--- config.mk ---
export PLATFORM = sky130hd
export DESIGN_NAME = anode_scan_ctrl
export DESIGN_NICKNAME = d
export VERILOG_FILES = /design/src/rtl/anode_scan_ctrl.sv
export SDC_FILE = /design/constraint.sdc
export NUM_CORES = 1
export LEC_CHECK = 0
export CAP_MARGIN = 0
export CORE_MARGIN = 5
export CORE_UTILIZATION = 49
export CTS_CLUSTER_SIZE = 20
export DETAILED_ROUTE_END_ITERATION = 8
export PLACE_DENSITY = 0.84
export SLEW_MARGIN = 20
export SYNTH_ARGS = -nofsm -noshare
export SYNTH_HDL_FRONTEND = slang
export SYNTH_SLANG_ARGS = --single-unit
--- constraint.sdc ---
create_clock -name aclk -period 2.04 [get_ports aclk]
set_input_delay 0.408 -clock aclk [delete_from_list [all_inputs] [get_ports aclk]]
set_output_delay 0.408 -clock aclk [all_outputs]
set_load 0.005 [all_outputs]
--- src/rtl/anode_scan_ctrl.sv ---
// ============================================================================
// anode_scan_ctrl
// Eight-digit seven-segment scan controller with per-slot anode blanking.
// Revision: 1.0
// ============================================================================
`default_nettype none

module anode_scan_ctrl #(
  parameter int DIV   = 100000,
  parameter int BLANK = 1000
) (
  input  logic       aclk,
  input  logic       reset,
  input  logic       enable,
  input  logic [0:7] digit_mask,
  output logic [0:2] digit_select,
  output logic [0:7] anode,
  output logic       frame_start
);

  localparam int CW = (DIV > 2) ? $clog2(DIV) : 1;

  typedef enum logic [1:0] {
    S_IDLE  = 2'd0,
    S_BLANK = 2'd1,
    S_DRIVE = 2'd2
  } state_t;

  localparam state_t          SLOT_START = (BLANK == 0) ? S_DRIVE : S_BLANK;
  localparam logic [CW-1:0]   DIV_LAST   = CW'(DIV - 1);
  localparam logic [CW-1:0]   BLANK_LAST = CW'((BLANK > 0) ? BLANK - 1 : 0);

  state_t        state, nxt_state;
  logic [CW-1:0] cnt, nxt_cnt;
  logic [2:0]    digit, nxt_digit;
  logic [0:7]    nxt_anode;

  always_comb begin
    nxt_state = state;
    nxt_cnt   = cnt;
    nxt_digit = digit;
    if (!enable) begin
      nxt_state = S_IDLE;
      nxt_cnt   = '0;
      nxt_digit = 3'd0;
    end else begin
      case (state)
        S_IDLE: begin
          nxt_state = SLOT_START;
          nxt_cnt   = '0;
          nxt_digit = 3'd0;
        end
        S_BLANK: begin
          nxt_cnt = cnt + 1'b1;
          if (cnt == BLANK_LAST) nxt_state = S_DRIVE;
        end
        S_DRIVE: begin
          if (cnt == DIV_LAST) begin
            // 3-bit index wraps 7 -> 0 naturally, so frames stay exactly 8 slots.
            nxt_cnt   = '0;
            nxt_digit = digit + 3'd1;
            nxt_state = SLOT_START;
          end else begin
            nxt_cnt = cnt + 1'b1;
          end
        end
        default: begin
          nxt_state = S_IDLE;
          nxt_cnt   = '0;
          nxt_digit = 3'd0;
        end
      endcase
    end
  end

  // Only the selected digit can ever go low, so at most one anode is active.
  always_comb begin
    nxt_anode = '1;
    if (nxt_state == S_DRIVE) begin
      for (int i = 0; i < 8; i++) begin
        if (nxt_digit == 3'(i)) nxt_anode[i] = ~digit_mask[i];
      end
    end
  end

  // Outputs are computed from the next state so they change on the same edge.
  always_ff @(posedge aclk) begin
    if (reset) begin
      state        <= S_IDLE;
      cnt          <= '0;
      digit        <= 3'd0;
      digit_select <= 3'b000;
      anode        <= 8'b1111_1111;
      frame_start  <= 1'b0;
    end else begin
      state        <= nxt_state;
      cnt          <= nxt_cnt;
      digit        <= nxt_digit;
      digit_select <= nxt_digit;
      anode        <= nxt_anode;
      frame_start  <= (nxt_state != S_IDLE) && (nxt_digit == 3'd0) && (nxt_cnt == '0);
    end
  end

endmodule

`default_nettype wire

==> flow_metrics.env, run 1 <==
export IMPL_status="finished, violations left"
export IMPL_violations="negative setup slack"
export IMPL_diodes=0
export IMPL_dr_pass1_iters=5
export IMPL_cts_root_buf="clkbuf_8"
export IMPL_fillers=227
export IMPL_worstSetupEndpointType="flip-flop"
export IMPL_numCtsBuffers=5
export IMPL_yosysTopAreaCellShare=0.344
export IMPL_grt_start_max_net_pins=15
export IMPL_final_period_utilization=1.06
export IMPL_cp_required_ns=2.20
export IMPL_setup_viol=5
export IMPL_antenna_left=0
export IMPL_fin_nets=297
export IMPL_grt_first_pass_wirelength_um=8680
export IMPL_synth_cell_types=58
export IMPL_finalWorstSetupSlack_ns=-0.131
export IMPL_critical_path_depth=8
export IMPL_ys_seq_area_frac=0.344
export IMPL_worst_pin_slew_ns=0.461
export IMPL_dp_hpwl_um=3650
export IMPL_globalplace_congestion=0.851
export IMPL_ctsHoldBuffers=0
export IMPL_grt_overflow_total=0
export IMPL_synth_area_leader_cell="dfxtp_1"
export IMPL_fin_setup_tns_ns=-0.289
export IMPL_slew_viol_final=0
export IMPL_num_vias=1975
export IMPL_syn_cell_area_um2=1800
export IMPL_worstPathCellList="ha_4 -> and4_4 -> and4_4 -> buf_6 -> o21a_1 -> a311o_2 -> a211oi_4 -> nand3_1"
export IMPL_async_reset_ff_frac=0
export IMPL_fin_skew_ns=0.00140
export IMPL_antenna_found_initial=0
export IMPL_rr_endpoint="anode[2]"
export IMPL_postPlaceCellArea_um2=2410
export IMPL_stdcell_area_um2=2650
export IMPL_regToRegSetupSlack_ns=-0.13
export IMPL_cp_max_fo=4
export IMPL_drive_above_1_share=0.338
export IMPL_p_leak_nw=1.02
export IMPL_final_core_util=0.736
export IMPL_crit_buf_inv=1
export IMPL_cp_endpoint="anode[2]"
export IMPL_portBuffers=22
export IMPL_core_area_um2=3610
export IMPL_clock_latency_ns=0.29
export IMPL_start_util=0.500
export IMPL_die_w_um=70.7
export IMPL_grt_use_total=0.217
export IMPL_hold_class="reg -> reg"
export IMPL_critPathSlowestCell="a311o_2"
export IMPL_numClockSinks=31
export IMPL_startpoint="cnt[1]"
export IMPL_netlist_instances=208
export IMPL_die_height_um=70.7
export IMPL_rows=22
export IMPL_synth_edf_count=0
export IMPL_io_pins=23
export IMPL_final_min_clock_period_ns=2.17
export IMPL_setup_worst_path_start_class="flip-flop"
export IMPL_htreeDepth=2
export IMPL_finalWirelength_um=5910
export IMPL_final_common_cell="buf_4"
export IMPL_ys_flop_type="dfxtp_1"
export IMPL_grt_pass1_vias=1903
export IMPL_rsz0062_at_grt="yes"
export IMPL_irDropWorstVdd_uv=390
export IMPL_detail_route_wl_per_cell_um=18.0
export IMPL_drc=0
export IMPL_die_area_um2=5000
export IMPL_path_clk_slew_ns=0.06
export IMPL_path_common_cell="and4_4"
export IMPL_yosys_register_bits=31
export IMPL_fmax_ghz=0.461
export IMPL_drt_iter0_markers=159
export IMPL_synth_warnings=0
export IMPL_slowest_delay_ns=0.45
export IMPL_r2r_start="cnt[1]"
export IMPL_power_density_nw_per_um2=460
export IMPL_synth_top_cells_by_area="dfxtp_1, nand3_1, nor2_1"
export IMPL_maxCapViolations=0
export IMPL_worstPathArrival_ns=2.33
export IMPL_critPathTopFamily="compound AO/OA/AOI/OAI gates"
export IMPL_detail_route_vias_per_cell=6.00
export IMPL_critical_path_class="reg -> reg"
export IMPL_clk_path_buf_depth=2
export IMPL_max_slew_margin=0.692
export IMPL_layout_common_cells="buf_4, nor2_1, dfxtp_1"
export IMPL_r2r_cells=8
export IMPL_cts_tree="done"
export IMPL_synth_fp_nets=225
export IMPL_hold_viol_final=0
export IMPL_syn_avg_cell_area_um2=8.67
export IMPL_synthToLayoutAreaGrowth_pct=47.1
## per-layer routing
metal | track usage | part of all wire | vias up
met1 | 0.255 | 0.39 | 963
li1 | - | - | 890
met4 | 0.138 | 0.050 | 0
met3 | 0.0540 | 0.053 | 34
met5 | 0 | 0 | -
met2 | 0.353 | 0.50 | 88
## worst min path at each step
stage / start / end / slack [ns] / depth (start not counted)
floorplan: cnt[0] / cnt[0] / 0.43 / 1
finish: cnt[0] / cnt[0] / 0.58 / 2
global placement: cnt[0] / cnt[0] / 0.52 / 2
CTS: cnt[0] / cnt[0] / 0.58 / 2
global route: digit_mask[4] / anode[4] / 0.61 / 2
detailed placement: cnt[0] / cnt[0] / 0.53 / 2
## cell families after synthesis
family	share of synthesized area
buffers and inverters	0.0541
DFF	0.344
AOI/OAI and AO/OA	0.139
muxes	0.0180
and+or+nand+nor	0.320
xor gates and xnor gates	0.0825
adders and majority gates	0.0416
## worst register-to-register path: stages, from the launching register on
cell      delay, ns
dfxtp_2        0.33
ha_4           0.17
and4_4         0.18
and4_4         0.16
buf_6          0.12
o21a_1         0.15
a311o_2        0.45
a211oi_4       0.35
nand3_1        0.13
## power by group
group / internal, mW / switching (mW)
clock network: 0.308 / 0.237
logic: 0.0361 / 0.0310
registers: 0.607 / 0.00134
## cells in the mapped netlist (3+ instances only)
| master | count |
|---|---|
| nand4_1 | 5 |
| nand3_1 | 23 |
| buf_2 | 3 |
| and3_1 | 4 |
| o21ai_0 | 6 |
| inv_1 | 5 |
| xnor2_1 | 10 |
| nor3_1 | 5 |
| ha_1 | 6 |
| buf_4 | 4 |
| clkbuf_1 | 3 |
| nand2_1 | 12 |
| nor2_1 | 28 |
| nand2b_1 | 4 |
| dfxtp_1 | 31 |
| xor2_1 | 7 |
## through the flow
| step | total power [mW] | cells | hold WS [ns] | setup slack [ns] |
|---|---|---|---|---|
| 5_1_grt | 1.25 | 329 | 0.613 | -0.145 |
| 3_5_place_dp | 0.682 | 316 | 0.535 | -0.177 |
| 2_1_floorplan | 0.645 | 208 | 0.435 | 0.00113 |
| 4_1_cts | 1.21 | 327 | 0.577 | -0.0870 |
| 6_report | 1.22 | 329 | 0.584 | -0.131 |
| 3_3_place_gp | 0.681 | 316 | 0.515 | -0.125 |
## layout make-up
cell class              instances  area, um2  share of cell area
multi-input cells             160       1200               0.451
repair buffers                 77        649               0.245
flip-flops and latches         31        628               0.237
clock buffers                   8        100              0.0377
well taps                      48       60.1              0.0226
inverters                       5       18.8             0.00707
## registers in the layout, indices dropped and copies added (netlist names)
signal	count
anode	8
digit	3
cnt	17
frame_start	1
state	2
## what timing repair did
action	in CTS	in global routing
buffers inserted	3	2
resized for setup	6	19
cloned	0	0
pin swaps	6	10
setup endpoints to repair	9	22
Power figures use the tool's default switching activity.
==> inputs of run 2 (changes only) <==
- CELL_PAD_IN_SITES_DETAIL_PLACEMENT: unset -> 1
- CELL_PAD_IN_SITES_GLOBAL_PLACEMENT: unset -> 2
- CORE_UTILIZATION: 49 -> 30
- MAX_ROUTING_LAYER: unset -> met4
- TNS_END_PERCENT: unset -> 10
==> run 2 against run 1 <==
  * The flow now finishes without violations
  * Register-to-register slack gained 0.23 ns
  * Cell count is 6.1% higher
  * Clock skew rose by 0.0067 ns
  * Critical endpoint is now frame_start
  * Clock-buffer cell count unchanged
  * Highest routed layer unchanged
  * Utilization fell by 29 points
  * Combinational power down 5.7%
  * Critical path type unchanged
  * Worst hold slack worse by 0.015 ns
  * Wire length is 9.3% lower
  * Global-route usage decreased by 6.7 points
  * Cell area shrank 2.2%
  * Setup slack improved by 0.23 ns
==> flow_metrics.env, run 2 (synthesis gave the netlist of run 1 again) <==
export IMPL_cp_required_ns=2.26
export IMPL_worstSetupEndpointType="flip-flop"
export IMPL_r2r_start="cnt[0]"
export IMPL_cts_root_buf="clkbuf_8"
export IMPL_irDropWorstVdd_uv=225
export IMPL_grt_pass1_vias=1828
export IMPL_synthToLayoutAreaGrowth_pct=43.9
export IMPL_total_power_mw=1.22
export IMPL_die_area_um2=7670
export IMPL_finalWirelength_um=5360
export IMPL_worstPathArrival_ns=2.16
export IMPL_num_vias=1764
export IMPL_fin_nets=290
export IMPL_rows=28
export IMPL_grt_overflow_total=0
export IMPL_setup_viol=0
export IMPL_regMostFlops="cnt"
export IMPL_final_common_cell="buf_4"
export IMPL_cp_max_fo=5
export IMPL_globalplace_congestion=0.808
export IMPL_hold_viol_final=0
export IMPL_start_util=0.307
export IMPL_path_clk_slew_ns=0.07
export IMPL_portBuffers=22
export IMPL_dp_hpwl_um=4100
export IMPL_final_period_utilization=0.952
export IMPL_fmax_ghz=0.515
export IMPL_clk_path_buf_depth=2
export IMPL_p_leak_nw=0.959
export IMPL_numClockSinks=31
export IMPL_hold_depth=2
export IMPL_antenna_found_initial=0
export IMPL_rsz0062_at_grt="yes"
export IMPL_setup_worst_path_start_class="flip-flop"
export IMPL_diodes=0
export IMPL_dr_pass1_iters=4
export IMPL_critPathSlowestCell="or4_4"
export IMPL_fin_skew_ns=0.00815
export IMPL_regToRegSetupSlack_ns=0.1
export IMPL_antenna_left=0
export IMPL_core_area_um2=5890
export IMPL_htreeDepth=2
export IMPL_detail_route_vias_per_cell=5.05
export IMPL_power_density_nw_per_um2=471
export IMPL_numCtsBuffers=5
export IMPL_worstPathCellList="buf_4 -> nand3_1 -> or4_4 -> mux2_1 -> o22ai_1 -> a31oi_1 -> a211oi_2"
export IMPL_worstHoldStart="cnt[0]"
export IMPL_hold_class="reg -> reg"
export IMPL_grt_use_total=0.150
export IMPL_worst_pin_slew_ns=0.473
export IMPL_drt_iter0_markers=62
export IMPL_maxCapViolations=0
export IMPL_r2r_cells=7
export IMPL_holdWs_ns=0.569
export IMPL_slew_viol_final=0
export IMPL_final_min_clock_period_ns=1.94
export IMPL_cts_tree="done"
export IMPL_critical_path_class="reg -> reg"
export IMPL_die_height_um=87.6
export IMPL_drc=0
export IMPL_layout_common_cells="buf_4, nor2_1, dfxtp_1"
export IMPL_grt_start_max_net_pins=18
export IMPL_io_pins=23
export IMPL_die_w_um=87.6
export IMPL_status="finished, final reports clean"
export IMPL_reg_top3="cnt: 17 flops, anode: 8 flops, digit: 3 flops"
export IMPL_grt_first_pass_wirelength_um=8670
export IMPL_rr_endpoint="frame_start"
export IMPL_hold_end="cnt[0]"
export IMPL_clock_latency_ns=0.29
export IMPL_drive_above_1_share=0.314
export IMPL_max_slew_margin=0.683
export IMPL_largest_reg_flops=17
export IMPL_slowest_delay_ns=0.53
export IMPL_detail_route_wl_per_cell_um=15.4
==> run 2: changes by cell type in the layout (fill, tap and decap cells not counted), sizes merged <==
| cell | previous run | this run |
|---|---|---|
| buf | 55 | 48 |
==> run 2: power by group <==
group	total, mW	switching [mW]	internal, mW	leakage, nW
Sequential	0.609	0.00166	0.608	0.253
Combinational	0.0632	0.0273	0.0359	0.655
Clock	0.550	0.242	0.308	0.0515
Total	1.22	0.271	0.952	0.959
==> run 2: repair_timing <==
action,CTS,global route
hold endpoints to repair,0,0
hold buffers,0,0
setup endpoints to repair,10,10
pin swaps,3,2
buffers inserted,0,3
resized for setup,5,16
==> run 2: through the flow <==
| step | setup slack [ns] | cell area (um2) | instances | setup TNS (ns) | utilization |
|---|---|---|---|---|---|
| final | 0.0975 | 2600 | 349 | 0 | 0.441 |
| after CTS | 0.0188 | 2510 | 346 | 0 | 0.426 |
| after global routing | -0.0206 | 2600 | 349 | -0.0387 | 0.441 |
| after floorplan | -0.00687 | 1810 | 208 | -0.0136 | - |
| after global placement | -0.212 | 2390 | 338 | -1.50 | 0.407 |
| after detailed placement | -0.242 | 2390 | 338 | -1.77 | 0.407 |
==> run 2: final cells by class <==
| cell class | count | area, um2 |
|---|---|---|
| repair buffers | 70 | 593 |
| inverters | 5 | 18.8 |
| clock buffers | 8 | 100 |
| multi-input cells | 160 | 1160 |
| well taps | 75 | 93.8 |
| flip-flops and latches | 31 | 626 |
| fillers | 706 | 3290 |
==> run 2: worst max-delay path, delay by kind of cell (launching register included) <==
kind	cells	cell delay [ns]
flops	1	0.35
mux	1	0.32
simple gates	2	0.64
compound gates	3	0.43
buf+inv	1	0.14
==> run 2: layer usage <==
| metal | GRT usage | wire (um) | vias up |
|---|---|---|---|
| li1 | - | - | 879 |
| met1 | 0.181 | 2430 | 858 |
| met2 | 0.242 | 2720 | 16 |
| met3 | 0.0245 | 71 | 11 |
| met4 | 0.0725 | 131 | 0 |
| met5 | - | 0 | - |
==> run 2: how the worst max path moves through the flow <==
stage,cells past startpoint,from,endpoint
finish,7,cnt[0],frame_start
global route,6,cnt[6],frame_start
CTS,8,cnt[1],frame_start
detailed placement,7,enable,anode[2]
global placement,7,enable,anode[6]
floorplan,9,cnt[0],anode[0]
==> edit 1, RTL diff (settings of run 1) <==
The 3 states of `state_t` get a one-hot encoding in 3 bits.
--- a/src/rtl/anode_scan_ctrl.sv
+++ b/src/rtl/anode_scan_ctrl.sv
@@ -20,10 +20,10 @@
 
   localparam int CW = (DIV > 2) ? $clog2(DIV) : 1;
 
-  typedef enum logic [1:0] {
-    S_IDLE  = 2'd0,
-    S_BLANK = 2'd1,
-    S_DRIVE = 2'd2
+  typedef enum logic [2:0] {
+    S_IDLE  = 3'b001,
+    S_BLANK = 3'b010,
+    S_DRIVE = 3'b100
   } state_t;
 
   localparam state_t          SLOT_START = (BLANK == 0) ? S_DRIVE : S_BLANK;
Formal check against the unedited RTL: no difference found for any inputs over 10 cycles, from zero or initial values and one cycle with reset high; not proved beyond that.
==> edit 1 against run 1 <==
The run still ends with setup timing left; routed wire length down 0.80%; design area decreased by 1.5%; area after synthesis shrank 1.7%; sequential cell count rose by 1; global-route usage increased by 0.29 points; fmax is 4.4% higher; die area down 1.4%; setup slack better by 92 ps; power fell by 9.8%; critical path depth is 2 higher; sequential power grew 3.6%.
==> edit 1: results (changes against run 1) <==
| Metric | Value |
|---|---|
| Outcome | `finished, violations left` |
| Violated checks | `setup timing` |
| Pre-CTS WS | `-248.4 ps (-71.79 ps)` |
| Seq/Total Area, Yosys | `36.11% (+1.7 points)` |
| Delay-heaviest family, CP | `simple AND/OR/NAND/NOR gates` |
| Clock root cell | `clkbuf_4` |
| Filler instances | `212 (-6.6%)` |
| Final net count | `283 (-4.7%)` |
| Final setup violation count | `3 (-2)` |
| HPWL Detailed | `3595 µm (-1.5%)` |
| CP max-delay cell | `or4_4` |
| Post-Place Cells | `303 (-4.1%)` |
| Largest regs | `cnt (17), anode (8)` |
| Pleak | `0.0009695 µW (-5.3%)` |
| Yosys cell types | `49 (-16%)` |
| WL met3 | `424 µm (+35%)` |
| GRT Total Usage | `22.02% (+0.29 points)` |
| Vias in the first global route | `1851 (-2.7%)` |
| DR WL met2 | `2966 µm (-0.37%)` |
| Slew headroom | `67.57% (-1.6 points)` |
| Maximum vdd drop | `0.3589 mV (-8.0%)` |
| Global-route wire length before repair | `8583 µm (-1.1%)` |
| Worst Skew | `16.08 ps (+14.68 ps)` |
| Synth top cells by count | `32 x dfxtp_1, 27 x nor2_1, 16 x xnor2_1, 12 x nand2_1, 11 x nand3_1` |
| Worst Path Max Fanout | `5 (+1)` |
| Worst Reg2Reg Path Length in Cells | `10 (+2)` |
| CTS clk-pin slew, worst paths | `110 ps (+50 ps)` |
| Syn Area/Cell | `8.740 µm² (+0.76%)` |
| GP Congestion | `0.8913 (+4.8%)` |
| Drt total wl | `5861 µm (-0.80%)` |
| Mapped Nets | `217 (-3.6%)` |
| Share of cells above drive strength 1 | `38.29% (+4.5 points)` |
| Setup ws final | `-38.97 ps (+91.69 ps)` |
edit 1: metal layers:
layer	track usage (%)	up-vias
met5	0	-
met4	10.64	0
met3	4.448	42
met2	39.98	117
met1	24.19	889
li1	-	852
edit 1: layout make-up:
cell class	count	share of cell area [%]
clock buffer	7	2.489
inverter	6	0.8617
multi-input combinational	150	45.24
sequential	32	25.23
tap	46	2.202
timing repair buffer	74	23.98
edit 1: path summary, 6_finish.rpt:
path | startpoint | to | slack [ps]
worst min-delay path | digit_mask[5] | anode[5]$_SDFF_PP1_ | 540
worst min register to register | cnt[8]$_SDFF_PP0_ | cnt[8]$_SDFF_PP0_ | 560
worst max register to register | cnt[0]$_SDFF_PP0_ | frame_start$_SDFF_PP0_ | -40
worst max-delay path | cnt[0]$_SDFF_PP0_ | frame_start$_SDFF_PP0_ | -40
edit 1: power groups by stage:
stage / clock [µW] / combinational (µW) / sequential, µW
after global routing: 447 / 56.6 / 631
after detailed placement: 0 / 50.4 / 647
final: 417 / 53.0 / 630
after global placement: 0 / 47.9 / 646
after floorplan: 0 / 18.1 / 646
after CTS: 420 / 51.8 / 632
edit 1: repair_timing:
action                                  4_1_cts  5_1_grt
setup buffers                                 3        3
pin swaps                                    11        8
gates resized for setup                      24       20
endpoints found under the setup margin       10       11
edit 1: stage by stage:
stage	area [µm²]	power [µW]	setup TNS (ps)	util, %
after floorplan	1792	663.9	0	-
after global placement	2320	694.2	-612.5	67.91
after detailed placement	2320	697.3	-2428	67.91
after CTS	2495	1104	-55.21	73.04
after global routing	2614	1134	-694.3	76.52
final	2614	1100	-59.50	76.52
edit 1: cells by family after synthesis:
| family | after synthesis | synth area share (%) |
|---|---|---|
| compound gates | 20 | 8.182 |
| mux | 3 | 1.763 |
| simple gates | 105 | 34.70 |
| xor+xnor | 19 | 9.379 |
| flops | 32 | 36.11 |
| buf+inv | 21 | 7.757 |
| fa+ha+maj | 3 | 2.116 |
==> edit 2, RTL diff (config.mk and constraints of run 1) <==
Without the edit above. `DIV`: 100000 -> 400000.
--- a/src/rtl/anode_scan_ctrl.sv
+++ b/src/rtl/anode_scan_ctrl.sv
@@ -6,7 +6,7 @@
 `default_nettype none
 
 module anode_scan_ctrl #(
-  parameter int DIV   = 100000,
+  parameter int DIV   = 400000,
   parameter int BLANK = 1000
 ) (
   input  logic       aclk,
Check against the original RTL: same outputs for any inputs over 10 cycles, from zero or initial values and one cycle with reset high; that may be too few to reach the edited logic, so the function may still have changed.
==> edit 2 against run 1 <==
The flow still finishes with violations (setup timing); setup slack got worse by 110 ps; global-route usage rose by 4.7 points; utilization rose by 4.1 points; cell count rose by 2.4%; sequential power rose by 6.1%; routed wire length rose by 18%; power fell by 0.51%; area after synthesis rose by 3.9%; sequential cell count rose by 2; critical path depth fell by 2; design area rose by 8.0%; largest cell class unchanged; largest power group unchanged; highest routed layer unchanged.
==> edit 2: results (changes against run 1) <==
| Metric | Value |
|---|---|
| Worst Path Max Fanout | `4 (unchanged)` |
| Mapped Nets | `227 (+0.89%)` |
| Drt total wl | `6949 µm (+18%)` |
| Final net count | `305 (+2.7%)` |
| Initial DRT Pass Iterations | `5 (unchanged)` |
| Filler instances | `218 (-4.0%)` |
| Yosys cell types | `58 (unchanged)` |
| GP Congestion | `0.9049 (+6.4%)` |
| Post-synth top flop | `dfxtp_1` |
| Wire per inst | `20.62 µm (+15%)` |
| Syn Area/Cell | `8.925 µm² (+2.9%)` |
| Share of cells above drive strength 1 | `39.10% (+5.3 points)` |
| GRT Total Usage | `26.42% (+4.7 points)` |
| Hold WC Path Type | `flip-flop to flip-flop` |
| Pleak | `0.001101 µW (+7.6%)` |
| Initial antenna violation count | `0 (unchanged)` |
| Violated checks | `setup timing` |
| Largest regs | `cnt (19), anode (8), digit (3)` |
| CP Launch Type | `flip-flop` |
| Global-route wire length before repair | `10490 µm (+21%)` |
| Detail-routed via count per cell | `6.353 (+5.8%)` |
| Port-buffer cells | `22 (unchanged)` |
| Post-Place Cells | `326 (+3.2%)` |
| Share of synthesized registers carrying an async set or reset | `0% (unchanged)` |
| Worst r2r src | `cnt[10]$_SDFF_PP0_` |
| Total CTS buffers | `5 (unchanged)` |
| Clock Latency Late Sink | `approximately 300 ps` |
| Synth top cells by count | `33 x dfxtp_1, 29 x nor2_1, 19 x nand3_1, 12 x xnor2_1, 10 x nand2_1` |
| CTS clk-pin slew, worst paths | `80 ps (+20 ps)` |
| Antenna diodes | `0 (unchanged)` |
| Final setup violation count | `11 (+6)` |
| Largest net degree at the start of global routing | `19 (+4)` |
| Synthesis Warnings | `0 (unchanged)` |
| Clock root cell | `clkbuf_8` |
| WP data arrival | `2500 ps (+170 ps)` |
| Max clock buf depth | `2 (unchanged)` |
| Slew headroom | `57.60% (-12 points)` |
| Htree depth | `2 (unchanged)` |
| Vias in the first global route | `2087 (+9.7%)` |
| Worst Skew | `17.93 ps (+16.52 ps)` |
| Setup ws final | `-236.7 ps (-106.1 ps)` |
| HPWL Detailed | `3831 µm (+4.9%)` |
| DR iter-0 viols | `275 (+73%)` |
| Ranking of synthesized cells by area | `dfxtp_1 35%, nor2_1 5.8%, xnor2_1 5.6%, nand3_1 5.1%, ha_1 4.0%` |
| Outcome | `finished, violations left` |
| Seq/Total Area, Yosys | `35.25% (+0.85 points)` |
| Maximum vdd drop | `0.5193 mV (+33%)` |
| Worst hold start | `cnt[0]$_SDFF_PP0_` |
-- edit 2: critical path, cell delays in order, from the launching register on --
cell and delay, ps:
dfxtp_1 510, nand3_4 200, nor4_4 310, xor2_1 160, nand4bb_1 250, or4_4 550
a211oi_2 230
-- edit 2: repair_timing --
item	in CTS	in global routing
endpoints found under the hold margin	0	0
buffers inserted	0	3
endpoints found under the setup margin	9	18
hold buffers	0	0
gates resized for setup	15	26
pin swaps	4	14
-- edit 2: kinds of logic after synthesis --
kind of cell               after synthesis  synth area share (%)
AOI/OAI and AO/OA                       31                 12.55
xor gates and xnor gates                19                 8.879
adders and majority gates                6                 4.005
buffers and inverters                   14                 3.604
DFF                                     33                 35.25
muxes                                    2                 1.135
and+or+nand+nor                        105                 34.58
-- edit 2: layout make-up --
cell class / count / share of cell area, %
Clock inverter: 3 / 0.6114
Sequential cell: 33 / 23.54
Clock buffer: 5 / 2.402
Timing Repair Buffer: 80 / 23.45
Inverter: 5 / 0.6550
Tap cell: 48 / 2.096
Multi-Input combinational cell: 163 / 47.25
-- edit 2: final timing paths --
| path | end | slack, ps | cells after the start |
|---|---|---|---|
| worst max register to register | frame_start$_SDFF_PP0_ | -240 | 6 |
| worst min-delay path | cnt[0]$_SDFF_PP0_ | 570 | 2 |
| worst min register to register | cnt[0]$_SDFF_PP0_ | 570 | 2 |
| worst max-delay path | frame_start$_SDFF_PP0_ | -240 | 6 |
-- edit 2: per-layer routing --
layer  routed length (µm)  global-route usage [%]  up-vias
met5                    0                       0        -
met4                  358                   16.08        0
met3                  761                   7.153       56
met2                 3276                   44.08      162
met1                 2552                   29.83      997
li1                     -                       -      926
-- edit 2: stage by stage --
stage | power, µW | setup slack (ps) | setup TNS (ps) | area, µm²
3_3_place_gp | 717.5 | -129.4 | -983.6 | 2575
4_1_cts | 1210 | -114.8 | -739.9 | 2740
5_1_grt | 1243 | -278.1 | -1831 | 2865
6_report | 1213 | -236.7 | -1030 | 2865
2_1_floorplan | 681.4 | -68.36 | -68.36 | 1927
3_5_place_dp | 718.0 | -243.7 | -1552 | 2575
-- edit 2: report_power, final --
| part | total, µW | internal [µW] | switching [µW] |
|---|---|---|---|
| clock | 505 | 236 | 269 |
| sequential | 645 | 644 | 1.45 |
| combinational | 63.4 | 35.5 | 27.9 |
| total | 1210 | 915 | 298 |
